**config.mk**
```make
export PLATFORM = sky130hd
export DESIGN_NAME = mem_stage
export DESIGN_NICKNAME = d
export VERILOG_FILES = /design/src/rtl/mem_stage.sv
export SDC_FILE = /design/constraint.sdc
export NUM_CORES = 1
export LEC_CHECK = 0
export ABC_AREA = 1
export BUFFER_PORTS_ARGS = -buffer_cell sky130_fd_sc_hd__buf_2
export CAP_MARGIN = 10
export CORE_AREA = 2 2 151 153
export CTS_CLUSTER_SIZE = 14
export DETAILED_ROUTE_END_ITERATION = 12
export DIE_AREA = 0 0 153 155
export GPL_TIMING_DRIVEN = 0
export HOLD_SLACK_MARGIN = 0.15
export PLACE_DENSITY = 0.86
export SYNTH_ARGS = -nofsm -noshare
export SYNTH_HDL_FRONTEND = slang
export SYNTH_SLANG_ARGS = --single-unit
```
**constraint.sdc**
```tcl
create_clock -name clk -period 9.55 [get_ports clk]
set_input_delay 0.955 -clock clk [delete_from_list [all_inputs] [get_ports clk]]
set_output_delay 0.955 -clock clk [all_outputs]
set_load 0.02 [all_outputs]
```
**src/rtl/mem_stage.sv**
```systemverilog
// Memory pipeline stage: issues aligned big-endian loads/stores on a simple req/ack bus,
// detects alignment and overflow exceptions, and presents a registered writeback port.
module mem_stage (
    input  logic        clk,
    input  logic        rst,
    input  logic        exvalid,
    input  logic        exload,
    input  logic        exstore,
    input  logic [1:0]  exsize,
    input  logic        exsigned,
    input  logic [63:0] exalur,
    input  logic [63:0] exstdata,
    input  logic        exovfl,
    input  logic [4:0]  exrd,
    input  logic        exwr,
    output logic        stall,
    output logic        memreq,
    output logic        memwr,
    output logic [31:0] memaddr,
    output logic [63:0] memwdata,
    output logic [7:0]  memwmask,
    input  logic        memack,
    input  logic [63:0] memrdata,
    output logic        wbvalid,
    output logic        wbwr,
    output logic [4:0]  wbrd,
    output logic [63:0] wbdata,
    output logic        excvalid,
    output logic [4:0]  exccause
);

    typedef enum logic {StIdle, StWait} state_t;

    state_t state_q, state_d;

    logic        ld_q, st_q, sgn_q, wr_q;
    logic [1:0]  size_q;
    logic [2:0]  off_q;
    logic [4:0]  rd_q;

    logic [2:0]  off;
    logic        misalign, ismem, start, go_mem;
    logic [7:0]  wmask;
    logic [63:0] wdata;
    logic [63:0] lshift, ldata;
    logic signed [63:0] sx;
    logic [5:0]  sh;

    assign off    = exalur[2:0];
    assign ismem  = exload | exstore;
    assign start  = (state_q == StIdle) && exvalid;
    assign go_mem = start && ismem && !exovfl && !misalign;

    // Lane 7 of the mask is byte offset 0, so lanes are selected by shifting right.
    always_comb begin
        misalign = 1'b0;
        wmask    = 8'h00;
        wdata    = 64'h0;
        unique case (exsize)
            2'd0: begin
                wmask = 8'h80 >> off;
                wdata = {8{exstdata[7:0]}};
            end
            2'd1: begin
                misalign = off[0];
                wmask    = 8'hC0 >> off;
                wdata    = {4{exstdata[15:0]}};
            end
            2'd2: begin
                misalign = |off[1:0];
                wmask    = 8'hF0 >> off;
                wdata    = {2{exstdata[31:0]}};
            end
            default: begin
                misalign = |off;
                wmask    = 8'hFF;
                wdata    = exstdata;
            end
        endcase
    end

    // Move the addressed field to the top, then shift back down to right-justify and extend.
    always_comb begin
        lshift = memrdata << {off_q, 3'b000};
        unique case (size_q)
            2'd0:    sh = 6'd56;
            2'd1:    sh = 6'd48;
            2'd2:    sh = 6'd32;
            default: sh = 6'd0;
        endcase
        sx    = $signed(lshift) >>> sh;
        ldata = sgn_q ? sx : (lshift >> sh);
    end

    always_ff @(posedge clk or posedge rst) begin
        if (rst) state_q <= StIdle;
        else     state_q <= state_d;
    end

    always_comb begin
        state_d = state_q;
        stall   = 1'b0;
        memreq  = 1'b0;
        memwr   = 1'b0;
        unique case (state_q)
            StIdle: if (go_mem) state_d = StWait;
            StWait: begin
                stall  = 1'b1;
                memreq = 1'b1;
                memwr  = st_q;
                if (memack) state_d = StIdle;
            end
            default: state_d = StIdle;
        endcase
    end

    always_ff @(posedge clk or posedge rst) begin
        if (rst) begin
            ld_q     <= 1'b0;
            st_q     <= 1'b0;
            sgn_q    <= 1'b0;
            wr_q     <= 1'b0;
            size_q   <= 2'd0;
            off_q    <= 3'd0;
            rd_q     <= 5'd0;
            memaddr  <= 32'h0;
            memwdata <= 64'h0;
            memwmask <= 8'h00;
            wbvalid  <= 1'b0;
            wbwr     <= 1'b0;
            wbrd     <= 5'd0;
            wbdata   <= 64'h0;
            excvalid <= 1'b0;
            exccause <= 5'd0;
        end else begin
            wbvalid  <= 1'b0;
            excvalid <= 1'b0;
            exccause <= 5'd0;
            if (start) begin
                ld_q   <= exload;
                st_q   <= exstore;
                sgn_q  <= exsigned;
                wr_q   <= exwr;
                size_q <= exsize;
                off_q  <= off;
                rd_q   <= exrd;
                wbrd   <= exrd;
                wbdata <= exalur;
                if (exovfl) begin
                    wbvalid  <= 1'b1;
                    wbwr     <= 1'b0;
                    excvalid <= 1'b1;
                    exccause <= 5'd12;
                end else if (ismem && misalign) begin
                    wbvalid  <= 1'b1;
                    wbwr     <= 1'b0;
                    excvalid <= 1'b1;
                    exccause <= exload ? 5'd4 : 5'd5;
                end else if (!ismem) begin
                    wbvalid <= 1'b1;
                    wbwr    <= exwr;
                end
                if (go_mem) begin
                    memaddr  <= {exalur[31:3], 3'b000};
                    memwdata <= exstore ? wdata : 64'h0;
                    memwmask <= exstore ? wmask : 8'h00;
                end
            end else if (state_q == StWait && memack) begin
                wbvalid <= 1'b1;
                wbwr    <= ld_q & wr_q;
                wbrd    <= rd_q;
                wbdata  <= ld_q ? ldata : 64'h0;
            end
        end
    end

endmodule

```
# --- Word-level counts from Yosys, hierarchy flattened ---
# Cells that the tools add are included.
word_totals:
  ff_bits: 193
  out_inout_bits: 184
  word_cells: 80
classes:
  bitwise: 3
  muxes: 34
  n_eq_ne: 5
  n_reduce_logical: 15
  n_shift: 6
op_table:
  columns: ["op", "n"]
  rows:
  - ["64-bit 2-to-1 mux", 5]
  - ["64-bit one-hot mux with 3 select lines", 1]
  - ["64-bit by 6-bit << shifter with 64-bit output", 1]
  - ["64-bit by 6-bit >> shifter with 64-bit output", 1]
  - ["64-bit by 6-bit >>> shifter with 64-bit output", 1]
  - ["8-bit one-hot mux with 3 select lines", 1]
  - ["8-bit by 3-bit >> shifter with 8-bit output, first input constant", 3]
  - ["1-bit 2-to-1 mux", 18]
  - ["6-bit one-hot mux with 3 select lines", 1]
  - ["5-bit 2-to-1 mux", 2]
  - ["4-bit 2-to-1 mux", 2]
  - ["8-bit 2-to-1 mux", 1]
  - ["1-bit logical AND", 6]
  - ["2-bit by 1-bit equality test with 1-bit output, second input constant", 2]
  - ["2-bit equality test, second input constant", 2]
  - ["2-bit zero test", 2]
  - ["4-bit by 3-bit inequality test with 1-bit output, second input constant", 1]
  - ["2-bit AND reduction", 2]
  - ["3-bit 2-to-1 mux", 1]
  - ["1-bit one-hot mux with 3 select lines", 1]
  - ["3-bit OR reduction", 1]
  - ["1-bit zero test", 2]
  - ["1-bit one-hot mux with 2 select lines", 1]
  - ["2-bit nonzero test", 1]
  - ["other kinds (4)", 4]

# --- Depth between registers and ports, before layout ---
depth:
  word_depth: 7
  ltp_mapped: 14
  depth_no_buf: 13

# --- Least setup slack after synthesis ---
# Ideal clock, no wire load.
synth_timing:
  path_kind: "input to register"
  from: "input exsize[0]"
  to: "register memwmask[0]"
  t_required_ps: 9429
  slack_ps: 7160
  t_arrival_ps: 2269
  stages: 12
  setup_ps: 121
  path_buffers: 2
  cell_sequence: "inv_1 ha_1 clkbuf_1 inv_1 nor2_1 a21oi_1 nand3_1 inv_2 nand2_2 inv_2 buf_4 a22o_1"
synth_via:
  elab_chain_len: 5
synth_lines:
  columns: ["item", "line_no", "source"]
  rows:
  - ["start: declaration", "9", "input logic [1:0] exsize,"]
  - ["2-bit equality test (tied with other cells)", "59", "unique case (exsize)"]
  - ["1-bit one-hot mux with 3 select lines", "59", null]
  - ["1-bit zero test", "52", "assign go_mem = start && ismem && !exovfl && !misalign;"]
  - ["1-bit logical AND", "52", null]
  - ["2-bit AND reduction (no source line)", null, null]
  - ["end signal: assignment", "166", "memwmask <= exstore ? wmask : 8'h00;"]
  - ["end: declaration", "21", "output logic [7:0] memwmask,"]
# Parallel ways exist; a longest one is shown, timed or not.
# A chain may end at the register's enable or synchronous reset.

# --- Final worst setup path ---
layout_timing:
  from: "input exsize[0]"
  to: "register state_q"
layout_via:
  elab_chain_len: 6
layout_lines:
  columns: ["item", "line_no", "source"]
  rows:
  - ["2-bit equality test (tied with other cells)", "59", null]
  - ["1-bit one-hot mux with 3 select lines *", "59", null]
  - ["1-bit zero test *", "52", null]
  - ["1-bit logical AND *", "52", null]
  - ["1-bit 2-to-1 mux *", "106", "StIdle: if (go_mem) state_d = StWait;"]
  - ["1-bit one-hot mux with 2 select lines *", "105", "unique case (state_q)"]
  - ["net state_d", "34", "state_t state_q, state_d;"]
  - ["end signal: assignment", "96", "if (rst) state_q <= StIdle;"]
  - ["end signal: assignment", "97", "else state_q <= state_d;"]
  - ["end: declaration", "34", null]
# The timed path passes the listed nets; every way through them passes the cells marked *.

==> summary.txt <==
Drt
  – Vias per std cell: 5.907
  – TritonRoute pass-1 iters: 6
  – 1st-iter DRT viols: 1,427
  – Drt wl/cell: 22.23 um
  – DR vias: 13,916
  – Detailed-route DRC error count: 0
  – Routed Antenna Nets: 0
  – WL final: 52,380 um

Setup path
  – Reg2Reg Capture Point: wbdata[1]$_DFFE_PP0P_
  – WS Path Type: in -> reg
  – Crit path capture: state_q$_DFF_PP0_
  – CP startpoint: exsize[0]
  – R2R cell count: 6
  – Reg-to-Reg Start: state_q$_DFF_PP0_
  – Worst reg2reg setup slack: 6.95 ns
  – Critical path arrival: 3.19 ns
  – CP required: 9.85 ns
  – Startpoint Class: primary input
  – Worst Path Max Fanout: 10
  – Crit end category: register

Run status
  – Status: completed

Floorplanning
  – Full die area: 0.02372 sq mm
  – Height of the die: 155 um
  – Die width: 153 um
  – Top Ports: 392
  – Row count: 55
  – Initial Utilization: 50.99%
  – Total core area: 0.02223 sq mm

Logic synthesis
  – Synth area leaders: dfrtp_1 (42%), nand2_1 (20%), o21ai_0 (7.3%)
  – Library cells used by synthesis: 38
  – Top-count cell post-synth: nand2_1
  – Synth Warn #: 0
  – Async S/R FF share, synth: 100.0%
  – Number of flops mapped to enable cells by yosys: 0
  – Register area share after synthesis: 41.95%
  – Prevailing post-synth register cell: dfrtp_1
  – Yosys top cell area share: 41.95%
  – Area leader, netlist: dfrtp_1
  – #FFs+latches synth: 190
  – Post-synth top cells: nand2_1 (602), dfrtp_1 (190), o21ai_0 (166), nand3_1 (157), nor2_1 (129)
  – Mapped Avg Cell Area: 6.878 sq um
  – Mapped Cells: 1,648
  – Cell area after synthesis: 0.01133 sq mm

Finish
  – Share of post-route cells with drive strength above 1: 24.78%
  – Nets: 2,270
  – P&R area growth vs syn: 26.26%
  – # fillers: 1,995
  – Non-Filler Instances: 2,356

GRT
  – Vias in the first global route: 13,637
  – Initial antenna violation count: 3
  – Global Route Usage Sum: 43.55%
  – Global route overflow: 0
  – Largest net degree at the start of global routing: 111
  – First-pass GRT wire length: 78,800 um

STA
  – Max-slew headroom: 33.13%
  – RSZ-0062 raised after global routing: no
  – Final Hold Violating Endpoints: 0
  – Min cycle time layout: 2.888 ns
  – Count of final max-slew check failures: 0
  – Final Skew: 0.02168 ns
  – # setup viols final: 0
  – Actual slew at the worst max-slew pin: 1.003 ns
  – Fmax: 346.2 MHz
  – Total negative slack: 0 ns
  – Final period utilization: 30.24%

CTS
  – CTS tree: done
  – TritonCTS Buffers: 17
  – CTS Sinks: 190
  – CTS max path bufs: 2
  – CTS Hold Bufs: 0
  – Postcts setup bufs: 0
  – Root Buffer: clkbuf_16
  – Latest clock arrival within the worst-skew pair: 0.46 ns
  – Worst-path clk slew: 0.08 ns
  – Post-CTS resize count: 0
  – CTS H-tree lvls: 4

Placement
  – GP Congestion: 1.021
  – Dpl hpwl: 41,040 um
  – IO Port Bufs: 385
  – Dpl cells: 2,323

Power and ir drop
  – Worst VDD drop: 0.0001219 V
  – PD cells: 224.3 mW/mm^2
  – LEAKAGE: 7.607 nW

Worst hold path
  – Tightest Hold Check Type: reg -> reg

Flow run
  – Total of max-cap violations: 0
-- per-layer routing --
metal	vias to the layer above	global-route usage, %	part of all wire (%)
li1	6240	-	-
met1	6514	50.67	36
met2	963	73.61	47
met3	197	9.972	10
met4	2	26.59	6.9
met5	-	0	0.023
-- critical path, cell delays in order --
cell and delay [ns]:
buf_2 0.12, inv_1 0.11, ha_1 0.16, clkbuf_1 0.39
inv_1 0.13, nor2_1 0.14, a21oi_1 0.09, nand3_1 0.23
buf_2 0.27, buf_2 0.42, o21ai_0 0.17
-- stage by stage --
step | total power, mW | util (%) | cell area, sq um | setup slack (ns) | hold WS, ns
floorplan | 1.866 | - | 11350 | 3.425 | 0.4435
global placement | 2.370 | 61.33 | 13630 | 1.432 | 0.4563
detailed placement | 2.391 | 61.49 | 13670 | 6.307 | 0.4594
CTS | 3.175 | 64.37 | 14310 | 6.759 | 0.4793
global route | 3.351 | 64.39 | 14310 | 6.557 | 0.5042
finish | 3.210 | 64.39 | 14310 | 6.662 | 0.4767
-- cell families after synthesis --
kind of cell | Yosys count | synth area share, %
other | 1 | 0.03308
adders and majority gates | 5 | 0.5519
AOI/OAI and AO/OA | 365 | 16.97
buffers and inverters | 169 | 7.462
muxes | 1 | 0.08831
and+or+nand+nor | 917 | 32.95
DFF | 190 | 41.95
-- layout make-up --
| cell class | count | area (sq um) | area share (%) |
|---|---|---|---|
| antenna | 1 | 2.502 | 0.01749 |
| sequential | 190 | 4755 | 33.22 |
| clock inverter | 15 | 215.2 | 1.504 |
| multi-input combinational | 1293 | 5749 | 40.17 |
| tap | 285 | 356.6 | 2.492 |
| inverter | 53 | 206.4 | 1.443 |
| timing repair buffer | 386 | 1954 | 13.66 |
| clock buffer | 17 | 425.4 | 2.973 |
| buffer | 116 | 646.9 | 4.520 |
-- layout by cell type, fill, tap and decap left out, types with 3 or more instances in the layout --
| cell type | Yosys | routed |
|---|---|---|
| a21oi_1 | 108 | 108 |
| a22o_1 | 3 | 3 |
| a22oi_1 | 8 | 8 |
| a31oi_1 | 8 | 8 |
| buf_1 | 3 | 3 |
| buf_2 | 37 | 422 |
| buf_4 | 17 | 17 |
| buf_6 | 12 | 12 |
| clkbuf_1 | 46 | 46 |
| clkbuf_16 | 0 | 17 |
| clkinv_4 | 0 | 3 |
| clkinv_8 | 0 | 4 |
| conb_1 | 1 | 5 |
| dfrtp_1 | 190 | 190 |
| ha_1 | 5 | 5 |
| inv_1 | 43 | 42 |
| inv_2 | 8 | 8 |
| inv_8 | 0 | 4 |
| nand2_1 | 602 | 602 |
| nand2_2 | 4 | 4 |
| nand3_1 | 157 | 157 |
| nand3_2 | 3 | 3 |
| nand4_1 | 7 | 7 |
| nor2_1 | 129 | 129 |
| nor2_2 | 5 | 5 |
| nor3_1 | 3 | 3 |
| o211ai_1 | 11 | 11 |
| o21ai_0 | 166 | 166 |
| o21ai_1 | 51 | 51 |
| o22ai_1 | 3 | 3 |
-- report_power, final --
part,internal [mW],switching [mW]
clock network,0.406,0.389
registers,0.979,0.109
logic,0.397,0.930
-- worst min-delay path by stage --
stage	startpoint	endpoint	depth (start not counted)	slack, ns
2_1_floorplan	rd_q[4]$_DFFE_PP0P_	rd_q[4]$_DFFE_PP0P_	2	0.44
3_3_place_gp	rd_q[4]$_DFFE_PP0P_	rd_q[4]$_DFFE_PP0P_	2	0.46
3_5_place_dp	memaddr[3]$_DFFE_PP0P_	memaddr[3]$_DFFE_PP0P_	2	0.46
4_1_cts	memaddr[29]$_DFFE_PP0P_	memaddr[29]$_DFFE_PP0P_	2	0.48
5_1_grt	memaddr[19]$_DFFE_PP0P_	memaddr[19]$_DFFE_PP0P_	2	0.50
6_report	memaddr[29]$_DFFE_PP0P_	memaddr[29]$_DFFE_PP0P_	2	0.48
-- sequential cells by signal, summed over array words and instances, names as in the netlist --
signal    cells
ld_q          1
sgn_q         1
size_q        2
st_q          1
wbrd          5
memwdata     64
wbvalid       1
rd_q          5
off_q         3
wr_q          1
wbdata       64
state_q       1
memaddr      29
exccause      3
wbwr          1
memwmask      8
Power figures use the tool's default switching activity.
